## config.mk

```make
export PLATFORM = sky130hd
export DESIGN_NAME = mul_pipe_ctrl
export DESIGN_NICKNAME = d
export VERILOG_FILES = /design/src/rtl/mul_pipe_ctrl.sv
export SDC_FILE = /design/constraint.sdc
export NUM_CORES = 2
export LEC_CHECK = 0
export ABC_CLOCK_PERIOD_IN_PS = 12500
export BUFFER_PORTS_ARGS = -buffer_cell sky130_fd_sc_hd__buf_4
export CAP_MARGIN = 20
export CELL_PAD_IN_SITES_DETAIL_PLACEMENT = 1
export CELL_PAD_IN_SITES_GLOBAL_PLACEMENT = 2
export CORE_ASPECT_RATIO = 0.7
export CORE_MARGIN = 2
export CORE_UTILIZATION = 46
export DETAILED_ROUTE_END_ITERATION = 10
export GPL_TIMING_DRIVEN = 0
export PLACE_DENSITY = 0.95
export SYNTH_ARGS = -nofsm -noshare
export SYNTH_HDL_FRONTEND = slang
export SYNTH_SLANG_ARGS = --single-unit
```

## constraint.sdc

```tcl
create_clock -name mul_clk -period 12.5 [get_ports mul_clk]
set_input_delay 1.25 -clock mul_clk [delete_from_list [all_inputs] [get_ports mul_clk]]
set_output_delay 1.25 -clock mul_clk [all_outputs]
set_load 0.03 [all_outputs]
```

## src/rtl/mul_pipe_ctrl.sv

```systemverilog
// Two-stage 32x32 multiply pipeline with valid/ready handshakes, flush and async reset.
// S1 holds the operands, S2 holds the 64-bit product, and out_result selects one half of it.

module team_mul (
  input  logic        mul_clk,
  input  logic        reset,
  input  logic        mul_signed,
  input  logic [31:0] x,
  input  logic [31:0] y,
  output logic [63:0] result
);
  logic signed [32:0] x_ext;
  logic signed [32:0] y_ext;
  logic signed [65:0] prod;
  logic               unused_ctrl;

  // A 33-bit extension lets one signed multiplier serve both signed and unsigned operands.
  assign x_ext  = {mul_signed & x[31], x};
  assign y_ext  = {mul_signed & y[31], y};
  assign prod   = x_ext * y_ext;
  assign result = prod[63:0];

  assign unused_ctrl = &{1'b0, mul_clk, reset, prod[65:64]};
endmodule

module mul_pipe_ctrl (
  input  logic        mul_clk,
  input  logic        reset,
  input  logic        in_valid,
  output logic        in_ready,
  input  logic [1:0]  mul_op,
  input  logic [31:0] src1,
  input  logic [31:0] src2,
  input  logic        flush,
  output logic        out_valid,
  input  logic        out_ready,
  output logic [31:0] out_result
);
  logic               s1_valid;
  logic               s2_valid;
  logic [31:0]        src1_p1;
  logic [31:0]        src2_p1;
  logic [1:0]         op_p1;
  logic [63:0]        prod_p2;
  logic [1:0]         op_p2;
  logic [63:0]        mul_result;
  logic               mul_signed;
  logic               s2_load;
  logic               s1_load;
  logic               accept;

  function automatic logic [31:0] sel_half(input logic [1:0] op, input logic [63:0] p);
    return (op == 2'b00) ? p[31:0] : p[63:32];
  endfunction

  assign s2_load  = !s2_valid || out_ready;
  assign s1_load  = !s1_valid || s2_load;
  assign in_ready = s1_load && !flush && !reset;
  assign accept   = in_valid && in_ready;

  assign mul_signed = ~op_p1[1];

  team_mul u_mul (
    .mul_clk    (mul_clk),
    .reset      (reset),
    .mul_signed (mul_signed),
    .x          (src1_p1),
    .y          (src2_p1),
    .result     (mul_result)
  );

  // Flush drops both stages; data registers are left untouched since only the valids carry state.
  always_ff @(posedge mul_clk or posedge reset) begin
    if (reset) begin
      s1_valid <= 1'b0;
      s2_valid <= 1'b0;
      src1_p1  <= '0;
      src2_p1  <= '0;
      op_p1    <= '0;
      prod_p2  <= '0;
      op_p2    <= '0;
    end else if (flush) begin
      s1_valid <= 1'b0;
      s2_valid <= 1'b0;
    end else begin
      // S1 -> S2 boundary
      if (s2_load) begin
        s2_valid <= s1_valid;
        if (s1_valid) begin
          prod_p2 <= mul_result;
          op_p2   <= op_p1;
        end
      end
      // input -> S1 boundary
      if (s1_load) begin
        s1_valid <= accept;
        if (accept) begin
          src1_p1 <= src1;
          src2_p1 <= src2;
          op_p1   <= mul_op;
        end
      end
    end
  end

  assign out_valid  = s2_valid;
  assign out_result = sel_half(op_p2, prod_p2);
endmodule

```

==> out/results.ini <==
[placement]
portBuffers = 104
dp_hpwl_mm = 151.1
gp_congestion = 1.031

[routing]
routed_wl_mm = 180.0
via_per_inst = 5.756
antenna_left = 0
vias = 34470
drt_iter0_markers = 3919
wl_per_cell_um = 30.05
dr.pass1.iters = 7
drc_errors = 0

[worst_setup_path]
required_ns = 12.94
path_class = flop to flop
path_max_fanout = 10
critPathCaptureType = flop
arrival_ns = 10.75
start_kind = flop

[clocking]
clock_latency_ns = 0.52
cts_tree = yes
cts_made_buffers = 17
clockBufferDepth = 2
ctsHoldBuffers = 0
clock_sinks = 134
h-tree-depth = 4
cts_setup_buffers = 0
cts-root-buf = clkbuf_16
cts_resized = 0
path_clk_slew_ns = 0.08

[sta]
fmax_mhz = 96.98
tightest_slew_ns = 1.300
rsz0062_at_grt = no
fin_skew_ns = 0.03301
post-route-period-util_pct = 82.49
fin_tns_setup_ns = 0
drv_slew = 0
finalHoldViolCount = 0
worst_slew_margin_rel_pct = 13.33
period_needed_ns = 10.31
finalSetupViolations = 0

[yosys]
synthesis.nets = 5984
ys_top_cells_by_count = fa_1 (1125), inv_1 (1106), nand2_1 (817), and2_1 (374), clkbuf_1 (242)
syn-cell-area_um2 = 43060
synth-seq-cells = 134
ys_top_cells_by_area = fa_1 (52%), inv_1 (9.6%), dfrtp_1 (7.8%)
ys_warn_count = 0
ys_seq_area_share_pct = 7.787
synth-edff-count = 0
synth_cell_types = 61
yosys.area.top_type_share_pct = 52.30
yosysTopAreaCell = fa_1
async_reset_ff_share_pct = 100.0
syn_avg_cell_area_um2 = 9.411
ys.flop_type = dfrtp_1
synth_cells = 4576
synth_most_common_cell = fa_1

[grt]
overflow = 0
grt_usage_pct = 38.71
grt_max_degree = 69
grt_pass1_wl_mm = 262.3
grt_pass1_vias = 37720
antenna_found_initial = 28

[flow_run]
maxCapViolCount = 0

[cells_and_area]
area_growth_pct = 7.874
finalNetCount = 6131
drive_gt1_share_pct = 5.997

[floorplan]
die_height_um = 260.0
rows = 93
die_area_um2 = 96120
dieWidth_um = 369.7
io_pins = 105
initial_core_util_pct = 46.61
core_um2 = 92390

[hold_path]
worstHoldPathType = flop to flop

[run_status]
status = finished clean

final cells by class:
cell class,instances,area (µm²)
Fill cell,10680,45940
Multi-Input combinational cell,3088,34620
Inverter,1106,4156
Sequential cell,134,3353
Tap cell,1235,1545
Timing Repair Buffer,128,1172
Buffer,248,935.9
Clock buffer,17,425.4
Clock inverter,15,197.7
Antenna cell,18,45.04
metal layers:
metal  vias up  GRT usage [%]  wire [µm]
met5         -              0         27
met4         4          15.51       7956
met3       396          16.86      26730
met2      2177          54.23      74440
met1     18390          52.53      70820
li1      13500              -          -
logic make-up (layout without fill, tap and decap cells):
group / Yosys count / count (layout) / share of synthesized area (%)
AO/OA/AOI/OAI: 253 / 253 / 3.757
multiplexers: 100 / 100 / 2.612
AND/OR/NAND/NOR: 1333 / 1333 / 14.25
other: 0 / 18 / 0
XOR/XNOR: 65 / 65 / 1.322
flip-flops: 134 / 134 / 7.787
adder cells (fa/ha/maj): 1337 / 1337 / 58.46
buffers and inverters: 1354 / 1514 / 11.81
per-stage QoR:
step	util [%]	hold slack (ns)	instances	setup WS (ns)	instance area, µm²
after floorplan	-	0.4331	4576	4.709	43060
after global placement	49.13	0.4454	5915	2.679	45390
after detailed placement	49.26	0.4641	5921	2.662	45510
after CTS	49.93	0.4826	5953	2.565	46130
after global routing	50.23	0.5083	5972	2.039	46410
final	50.28	0.4742	5989	2.189	46450
critical path, stage by stage (launching register included):
cell	delay, ns
dfrtp_1	0.34
clkbuf_1	0.94
clkbuf_1	0.72
nand2_1	0.18
fa_1	0.53
fa_1	0.49
inv_1	0.09
fa_1	0.52
inv_1	0.07
fa_1	0.50
fa_1	0.52
inv_1	0.06
fa_1	0.51
fa_1	0.54
inv_1	0.06
fa_1	0.47
inv_1	0.05
ha_1	0.26
buf_2	0.19
a21oi_1	0.32
o21ai_0	0.24
a2111oi_0	0.64
a21boi_1	0.58
nor4_1	0.19
o2111ai_1	0.39
a31oi_1	0.27
a2111o_1	0.47
nand3_1	0.08
flip-flops by register name, indices dropped and copies added, names as in the netlist:
register / count
op_p1: 2
op_p2: 2
out_valid: 1
prod_p2: 64
s1_valid: 1
src1_p1: 32
src2_p1: 32
worst paths after layout:
| check | start | end | slack [ns] | depth (start not counted) |
|---|---|---|---|---|
| setup / recovery | src1_p1[19]$_DFFE_PP0P_ | prod_p2[63]$_DFFE_PP0P_ | 2.19 | 27 |
| hold / removal | op_p1[0]$_DFFE_PP0P_ | op_p2[0]$_DFFE_PP0P_ | 0.47 | 2 |
| setup reg to reg | src1_p1[19]$_DFFE_PP0P_ | prod_p2[63]$_DFFE_PP0P_ | 2.19 | 27 |
| hold reg to reg | op_p1[0]$_DFFE_PP0P_ | op_p2[0]$_DFFE_PP0P_ | 0.47 | 2 |
| max in group asynchronous | reset | src1_p1[5]$_DFFE_PP0P_ | 10.81 | 3 |
| min in group asynchronous | reset | s1_valid$_DFFE_PP0P_ | 0.85 | 2 |
cells in the final DEF (no fill, tap or decap), types with 6 or more instances in the layout:
cell type	Yosys	final
nor3_1	12	12
a21o_1	26	26
clkbuf_16	0	17
buf_4	0	104
a21oi_1	67	67
inv_1	1106	1105
o211ai_1	8	8
inv_8	0	7
nand3_1	20	20
a31oi_1	9	9
o21ai_0	75	75
clkbuf_1	242	242
nor2b_1	6	6
nand2_1	817	817
fa_1	1125	1125
mux2_2	99	99
xnor2_1	48	48
o31ai_1	11	11
dfrtp_1	134	134
o21a_1	9	9
nand4_1	9	9
diode_2	0	18
or2_2	12	12
nor2_1	52	52
nand2b_1	8	8
xor2_1	17	17
and3_1	11	11
ha_1	212	212
buf_8	0	16
o21bai_1	11	11
and2_1	374	374
Power is left out: the tool's default activity adds up to more than one toggle a clock period on the data nets, which glitch-free logic cannot reach.
